## config.mk

```make
export PLATFORM = sky130hd
export DESIGN_NAME = syscall_unit
export DESIGN_NICKNAME = d
export VERILOG_FILES = /design/src/rtl/syscall_pkg.sv /design/src/rtl/syscall_unit_hex_ascii.sv /design/src/rtl/syscall_unit.sv
export SDC_FILE = /design/constraint.sdc
export NUM_CORES = 1
export LEC_CHECK = 0
export ABC_AREA = 1
export CAP_MARGIN = 40
export CORE_MARGIN = 2
export CORE_UTILIZATION = 30
export CTS_CLUSTER_DIAMETER = 120
export DETAILED_ROUTE_END_ITERATION = 16
export GPL_TIMING_DRIVEN = 0
export PLACE_DENSITY = 0.56
export SLEW_MARGIN = 20
export SYNTH_ARGS = -nofsm -noshare
export SYNTH_HDL_FRONTEND = slang
export SYNTH_SLANG_ARGS = --single-unit
export TNS_END_PERCENT = 5
```

## constraint.sdc

```tcl
create_clock -name clk -period 3.4 [get_ports clk]
set_input_delay 0.68 -clock clk [delete_from_list [all_inputs] [get_ports clk]]
set_output_delay 0.68 -clock clk [all_outputs]
set_load 0.01 [all_outputs]
```

## src/rtl/syscall_pkg.sv

```systemverilog
// Shared types and constants for the SYSCALL service engine.
// SYSCALL_READ_INT_EN adds the read_int service (code 5) and its RDINT state.
package syscall_pkg;

  localparam logic [31:0] SVC_PRINT_INT  = 32'd1;
  localparam logic [31:0] SVC_PRINT_STR  = 32'd4;
  localparam logic [31:0] SVC_READ_INT   = 32'd5;
  localparam logic [31:0] SVC_EXIT       = 32'd10;
  localparam logic [31:0] SVC_PRINT_CHAR = 32'd11;

  localparam logic [7:0] ASCII_0 = 8'h30;
  localparam logic [7:0] ASCII_A = 8'h41;

  typedef enum logic [2:0] {
    S_IDLE,
    S_CHAR,
    S_HEX,
    S_STR,
`ifdef SYSCALL_READ_INT_EN
    S_RDINT,
`endif
    S_DONE,
    S_HALT
  } state_e;

  // Service code to first working state; S_IDLE marks an unsupported code.
  function automatic state_e svc_target(input logic [31:0] svc);
    state_e nxt;
    case (svc)
      SVC_PRINT_CHAR: nxt = S_CHAR;
      SVC_PRINT_INT:  nxt = S_HEX;
      SVC_PRINT_STR:  nxt = S_STR;
`ifdef SYSCALL_READ_INT_EN
      SVC_READ_INT:   nxt = S_RDINT;
`endif
      SVC_EXIT:       nxt = S_HALT;
      default:        nxt = S_IDLE;
    endcase
    return nxt;
  endfunction

endpackage

```

## src/rtl/syscall_unit_hex_ascii.sv

```systemverilog
// Converts one 4-bit nibble to its uppercase ASCII hex digit.
module hex_ascii
  import syscall_pkg::*;
(
  input  logic [3:0] nib_i,
  output logic [7:0] ascii_o
);

  always_comb begin
    if (nib_i < 4'd10) ascii_o = ASCII_0 + {4'b0000, nib_i};
    else               ascii_o = ASCII_A + ({4'b0000, nib_i} - 8'd10);
  end

endmodule

```

## src/rtl/syscall_unit.sv

```systemverilog
// SYSCALL service engine: console output, string fetch, exit halt and optional read_int.
// Define SYSCALL_READ_INT_EN to enable service 5 (read_int); otherwise it is rejected.
module syscall_unit
  import syscall_pkg::*;
#(
  parameter int MAX_STR = 256,
  parameter int DW      = 32
) (
  input  logic          clk,
  input  logic          reset,
  input  logic          syscall,
  input  logic [DW-1:0] v0,
  input  logic [DW-1:0] a0,
  output logic          stall,
  output logic          halt,
  output logic          bad_svc,
  output logic [DW-1:0] dmem_addr,
  input  logic [DW-1:0] dmem_rdata,
  output logic          tx_valid,
  input  logic          tx_ready,
  output logic [7:0]    tx_data,
  input  logic          rx_valid,
  output logic          rx_ready,
  input  logic [DW-1:0] rx_data,
  output logic          wb_en,
  output logic [DW-1:0] wb_data
);

  localparam int CW = $clog2(MAX_STR + 1);

  state_e        state_q, state_d;
  logic [DW-1:0] arg_q, arg_d;
  logic [DW-1:0] ptr_q, ptr_d;
  logic [CW-1:0] cnt_q, cnt_d;
  logic [2:0]    nib_q, nib_d;

  logic          tx_valid_c, rx_ready_c;
  logic [3:0]    hex_nib;
  logic [7:0]    hex_char;
  logic [7:0]    str_byte;
  state_e        target;

  assign hex_nib  = arg_q[{nib_q, 2'b00} +: 4];
  assign str_byte = dmem_rdata[{ptr_q[1:0], 3'b000} +: 8];
  assign target   = svc_target(v0);

  hex_ascii u_hex_ascii (
    .nib_i   (hex_nib),
    .ascii_o (hex_char)
  );

`ifdef SYSCALL_READ_INT_EN
  logic [DW-1:0] rd_q, rd_d;
  logic          rd_pend_q, rd_pend_d;
`endif

  always_comb begin
    // NOTE: every output and next-state value gets a default here so no path
    // through the case statement can leave a latch behind.
    state_d    = state_q;
    arg_d      = arg_q;
    ptr_d      = ptr_q;
    cnt_d      = cnt_q;
    nib_d      = nib_q;
    stall      = 1'b0;
    halt       = 1'b0;
    bad_svc    = 1'b0;
    dmem_addr  = '0;
    tx_valid_c = 1'b0;
    tx_data    = '0;
    rx_ready_c = 1'b0;
`ifdef SYSCALL_READ_INT_EN
    rd_d       = rd_q;
    rd_pend_d  = rd_pend_q;
`endif
    case (state_q)
      S_IDLE: begin
        if (syscall) begin
          if (target != S_IDLE) begin
            stall   = 1'b1;
            arg_d   = a0;
            ptr_d   = a0;
            cnt_d   = '0;
            nib_d   = 3'd7;
            state_d = target;
          end else begin
            bad_svc = 1'b1;
          end
        end
      end
      S_CHAR: begin
        stall      = 1'b1;
        tx_valid_c = 1'b1;
        tx_data    = arg_q[7:0];
        if (tx_ready) state_d = S_DONE;
      end
      S_HEX: begin
        stall      = 1'b1;
        tx_valid_c = 1'b1;
        tx_data    = hex_char;
        if (tx_ready) begin
          if (nib_q == 3'd0) state_d = S_DONE;
          else               nib_d   = nib_q - 3'd1;
        end
      end
      S_STR: begin
        stall     = 1'b1;
        dmem_addr = {ptr_q[DW-1:2], 2'b00};
        // The terminator or the length cap ends the string without a byte on TX.
        if (str_byte == 8'h00 || cnt_q == CW'(MAX_STR)) begin
          state_d = S_DONE;
        end else begin
          tx_valid_c = 1'b1;
          tx_data    = str_byte;
          if (tx_ready) begin
            ptr_d = ptr_q + 1'b1;
            cnt_d = cnt_q + 1'b1;
          end
        end
      end
`ifdef SYSCALL_READ_INT_EN
      S_RDINT: begin
        stall      = 1'b1;
        rx_ready_c = 1'b1;
        if (rx_valid) begin
          rd_d      = rx_data;
          rd_pend_d = 1'b1;
          state_d   = S_DONE;
        end
      end
`endif
      S_DONE: begin
        // syscall is deliberately ignored: the retiring instruction must not re-fire.
        state_d = S_IDLE;
`ifdef SYSCALL_READ_INT_EN
        rd_pend_d = 1'b0;
`endif
      end
      S_HALT: begin
        stall = 1'b1;
        halt  = 1'b1;
      end
      default: state_d = S_IDLE;
    endcase
  end

  // Handshakes are masked during reset so an aborted transfer is never accepted.
  assign tx_valid = tx_valid_c & ~reset;
  assign rx_ready = rx_ready_c & ~reset;

`ifdef SYSCALL_READ_INT_EN
  assign wb_en   = (state_q == S_DONE) && rd_pend_q;
  assign wb_data = wb_en ? rd_q : '0;
`else
  logic unused_rx;
  assign unused_rx = ^{rx_valid, rx_data};
  assign wb_en     = 1'b0;
  assign wb_data   = '0;
`endif

  always_ff @(posedge clk) begin
    // NOTE: sequential state uses non-blocking assignments so every register
    // samples pre-edge values regardless of statement order.
    if (reset) begin
      state_q <= S_IDLE;
      arg_q   <= '0;
      ptr_q   <= '0;
      cnt_q   <= '0;
      nib_q   <= '0;
`ifdef SYSCALL_READ_INT_EN
      rd_q      <= '0;
      rd_pend_q <= 1'b0;
`endif
    end else begin
      state_q <= state_d;
      arg_q   <= arg_d;
      ptr_q   <= ptr_d;
      cnt_q   <= cnt_d;
      nib_q   <= nib_d;
`ifdef SYSCALL_READ_INT_EN
      rd_q      <= rd_d;
      rd_pend_q <= rd_pend_d;
`endif
    end
  end

endmodule

```

Word level (Yosys, flattened, before mapping)

Index checks and enable logic that the tools add are counted.

Add/sub/neg operators: 6
Order comparisons: 1
Eq/ne operators: 18
Shift-type cells: 2
Muxes and demuxes: 36
Bitwise gates (word level): 3
Reduce and logical (&&, ||, !) cells: 13

Operator list:

| kind                  | count |
|---|---|
| $mux 32               | 5 |
| $eq 32x4->1 const B   | 2 |
| $pmux 32 s2           | 1 |
| $mux 9                | 4 |
| $add 32x1->32 const B | 1 |
| $eq 32x1->1 const B   | 1 |
| $eq 32x3->1 const B   | 1 |
| $shiftx 32x6->4       | 1 |
| $shiftx 32x6->8       | 1 |
| $mux 3                | 10 |
| $pmux 8 s3            | 1 |
| $ne 2x2->1 const B    | 9 |
| $pmux 9 s2            | 1 |
| $mux 8                | 2 |
| $pmux 3 s5            | 1 |
| $pmux 3 s4            | 1 |
| $reduce_and 5->1      | 2 |
| $add 9x1->9 const B   | 1 |
| $eq 9x9->1 const B    | 1 |
| $add 7x8->8 const A   | 1 |
| $logic_not 8->1       | 1 |
| $add 6x4->7 const A   | 1 |
| $mux 1                | 7 |
| $reduce_and 7->1      | 1 |
| other kinds (17)      | 22 |

Bits in registers: 79
Input port bits: 133
Logic and storage cells: 84

Longest topological paths before layout

Word-level depth: 6
Depth in mapped cells: 17

By module

From an unflattened synthesis, not the netlist that was laid out.

Cell total of the unflattened synthesis: 1,062
Area, all modules: 6,172.2 um^2

By module, submodules not included:

| module       | instances | cells an instance | area each (um^2) |
|---|---|---|---|
| syscall_unit | 1         | 1,026             | 5,964.5 |
| hex_ascii    | 1         | 36                | 207.7 |

Worst setup path before layout

No wires, ideal clock.

Kind: register to output
Start: reg nib_q[0]
End: out tx_data[4]
Arrival: 2.157 ns
Data required time: 2.720 ns
Slack: 0.563 ns
Stages on the path, launching flop included: 17
Buffers on the path: 2
Cells stage by stage: dfxtp_1 -> buf_2 -> inv_1 -> buf_2 -> o21ai_0 -> nand3_1 -> nand2_1 -> ha_1 -> inv_1 -> ha_1 -> inv_1 -> nor3_1 -> inv_1 -> nand2_1 -> nand2_1 -> o21ai_0 -> nand2_1

Longest elaborated chain between the ends: 5
Elaborated cells between the ends (all ways): 7

RTL lines:

| what                     | line                         | RTL |
|---|---|---|
| start: declaration       | syscall_unit.sv:35           | `logic [2:0] nib_q, nib_d;` |
| start signal: assignment | syscall_unit.sv:179          | `nib_q <= nib_d;` |
| $shiftx 32x6->4 *        | syscall_unit.sv:43           | `assign hex_nib = arg_q[{nib_q, 2'b00} +: 4];` |
| $sub 4x4->5              | syscall_unit_hex_ascii.sv:11 | `else ascii_o = ASCII_A + ({4'b0000, nib_i} - 8'd10);` |
| $add 7x8->8              | syscall_unit_hex_ascii.sv:11 |  |
| $mux 8 *                 | syscall_unit_hex_ascii.sv:10 | `if (nib_i < 4'd10) ascii_o = ASCII_0 + {4'b0000, nib_i};` |
| $pmux 8 s3 *             | syscall_unit.sv:76           | `case (state_q)` |
| end: declaration         | syscall_unit.sv:21           | `output logic [7:0] tx_data,` |

Every way passes the cells marked *; elsewhere a longest branch is shown, timed or not.

Worst setup path after layout

Same ends and word-level chain as after synthesis.

==> out/metrics.yaml <==
root_buffer: "clkbuf_16"
vdd_ir_drop_max_uv: 290
initial_core_util: 0.304
hold_path_class: "flop to flop"
cp.buffers_inverters: 7
rsz0062_at_grt: "yes"
final-max-slew-violation-count: 0
met2_wirelength_mm: 10.6
ys_async_sr_fraction: 0
crit_arrival_ns: 2.74
setup_tns_ns: -0.0229
fmax_ghz: 0.292
drtAntennaViolNets: 0
violations: "setup timing"
ys_ff_latch: 79
routabilityCongestion: 0.909
cts_buffers: 9
synth_area_leader_cell: "dfxtp_1"
ios: 211
htree_num_levels: 3
seq_area_frac_synth: 0.259
yosysUniqueCellTypes: 38
period_minus_slack_ns: 3.42
cp.required_ns: 2.72
avgSynthCellArea_um2: 5.84
timing.max_slew.rel_slack: 0.532
grt_pass1_wl_mm: 35.5
overflow: 0
synth_compound_area_frac: 0.136
grt_usage: 0.207
cts.sinks: 79
drive_above_1_share: 0.115
status: "finished, violations left"
worst-slew-pin-transition_ns: 0.702
grt_pass1_vias: 6606
worst-path-max-fanout: 11
rrSetupSlack_ns: 1.25
finalHoldViolations: 0
pre_cts_slack_ns: -0.628
dr.pass1.iters: 7
max_stage_delay_ns: 0.32
yosys.area_share.adder: 0.0184
routedWlPerCell_um: 14.8
first_iter_violations: 524
cp_cell_sequence: "buf_6, clkinvlp_4, buf_4, o21ai_1, nand3_1, nand2_2, ha_1, inv_1, ha_4, inv_1, nor3_1, inv_1, nand2_1, nand2_1, o21ai_1, nand2_1, dlygate4sd2_1"
power_density_mw_per_mm2: 556
cp-end-kind: "output port"
dieArea_mm2: 0.0215
hpwlAfterDp_mm: 17.8
synthXorXnorAreaFrac: 0.0158
synth-simple-area-share: 0.429
synth_edf_count: 0
finalCritPeriodShare: 1.01
synth_top_area_frac: 0.259
wl_met3_mm: 1.32
final_critical_path_setup_slack_ns: -0.0229
skew_ns: 0.00870
synth_top_family_by_area: "simple AND/OR/NAND/NOR gates"
fp.dieW_um: 147
wl_met1_mm: 10.2
cp-start-kind: "flop"
port_buffers: 141
yosysWarningCount: 0
num_rows: 52
leakage_nw: 3.62
finalSetupViolCount: 1
critPathSlowestCell: "dfxtp_1"
vias_per_cell: 4.66
vias: 7079
netlist_top_cells_area: "dfxtp_1, nand2_1, nor2_1, nand3_1, o21ai_0"
clock_path_buffers: 2
tritoncts: "done"
synthMuxAreaShare: 0.00164
core_mm2: 0.0201
routed_wl_mm: 22.5
syn-cell-area_mm2: 0.00611
yosysMostFrequentCell: "nand2_1"
syn_to_final_growth_pct: 38.0
syn_inst: 1046
synthFlopType: "dfxtp_1"
routed.top_layer: "met4"
dieHeight_um: 147
fillerInstances: 2210
antenna_found_initial: 0
clkLatencyLatePin_ns: 0.35
drv_cap: 0
grt_max_degree: 17
synthTopCellsByCount: "nand2_1, nor2_1, nand3_1"
critPathKind: "flop to output port"
nNetsFinal: 1385
drc: 0
crit_family: "buffers and inverters"
clkTransAtPathRegs_ns: 0.07
num_antenna_cells: 0
## timing repair
item                                   in CTS  in global routing
cloned                                      0                  0
gates resized for setup                    29                 22
buffers inserted                            7                  5
endpoints found under the hold margin       0                  0
pin swaps                                   4                  6
hold buffers                                0                  0
setup endpoints to repair                  30                 27
## sequential cells by signal (all words and copies together), names as in the netlist
register,flops
arg_q,32
ptr_q,32
nib_q,3
cnt_q,9
state_q,3
## layout make-up
class	instances	area [um^2]	area share
inverter	77	297	0.0352
sequential	79	1580	0.188
timing repair buffer	153	1490	0.177
multi-input combinational	840	3860	0.457
tap	270	338	0.0401
clock buffer	9	225	0.0267
buffer	83	581	0.0688
clock inverter	7	62.6	0.00742
## worst reg2reg max path, stage by stage, from the launching register on
cell	delay [ns]
dfxtp_1	0.44
ha_1	0.26
nand3_1	0.13
nor2_2	0.26
nand3_1	0.25
nor2_2	0.27
nand2_1	0.11
o21ai_1	0.13
nand3_1	0.09
a21oi_1	0.15
## per-stage QoR
step           instances  cell area, um^2  power [W]   util  hold WS [ns]
3_5_place_dp        1492             7990    0.00358  0.397         0.474
4_1_cts             1513             8360    0.00463  0.416         0.486
6_report            1518             8430    0.00469  0.419         0.485
3_3_place_gp        1492             7990    0.00357  0.397         0.469
5_1_grt             1518             8430    0.00507  0.419         0.507
2_1_floorplan       1081             6240    0.00285      -         0.452
## final timing paths
check                 start          to  cells after the start
hold reg to reg   ptr_q[28]   ptr_q[28]                      2
hold / removal    ptr_q[28]   ptr_q[28]                      2
setup reg to reg   ptr_q[0]   ptr_q[22]                      9
setup / recovery   nib_q[0]  tx_data[4]                     17
## logic make-up (layout without fill, tap and decap cells)
family / count (synthesis) / count (layout)
AOI/OAI and AO/OA: 150 / 150
xor gates and xnor gates: 11 / 11
adders and majority gates: 9 / 9
buffers and inverters: 162 / 329
DFF: 79 / 79
muxes: 1 / 1
other: 1 / 36
and+or+nand+nor: 633 / 633
## report_power, final
group	switching, W	total, W	leakage, nW	internal, W
clock	0.000456	0.000968	0.139	0.000512
sequential	0.000191	0.00127	0.641	0.00108
combinational	0.00149	0.00245	2.84	0.000961
## cells in the final DEF, fill, tap and decap left out, drive strengths merged
cell and instances:
a31oi 1, dfxtp 79, clkinv 1, clkinvlp 3, inv 80, nor3 20
nand2 279, ha 9, o21ai 89, xnor2 5, nand3b 4, o211ai 5
xor2 6, clkdlybuf4s50 130, buf 79, nand4 9, nor2 225, a21oi 50
a21boi 1, nor3b 1, nor4 1, dlymetal6s2s 4, nand3 93, o22ai 2
o221ai 2, clkbuf 28, mux2i 1, or2 1, dlygate4sd2 4, conb 36
## per-layer routing
layer  global-route usage  vias to the layer above
li1                     -                     3676
met1                0.277                     3152
met3               0.0270                       25
met4               0.0578                        0
met2                0.352                      226
met5                    0                        -
Note: power is estimated with default switching activity, not from simulation.
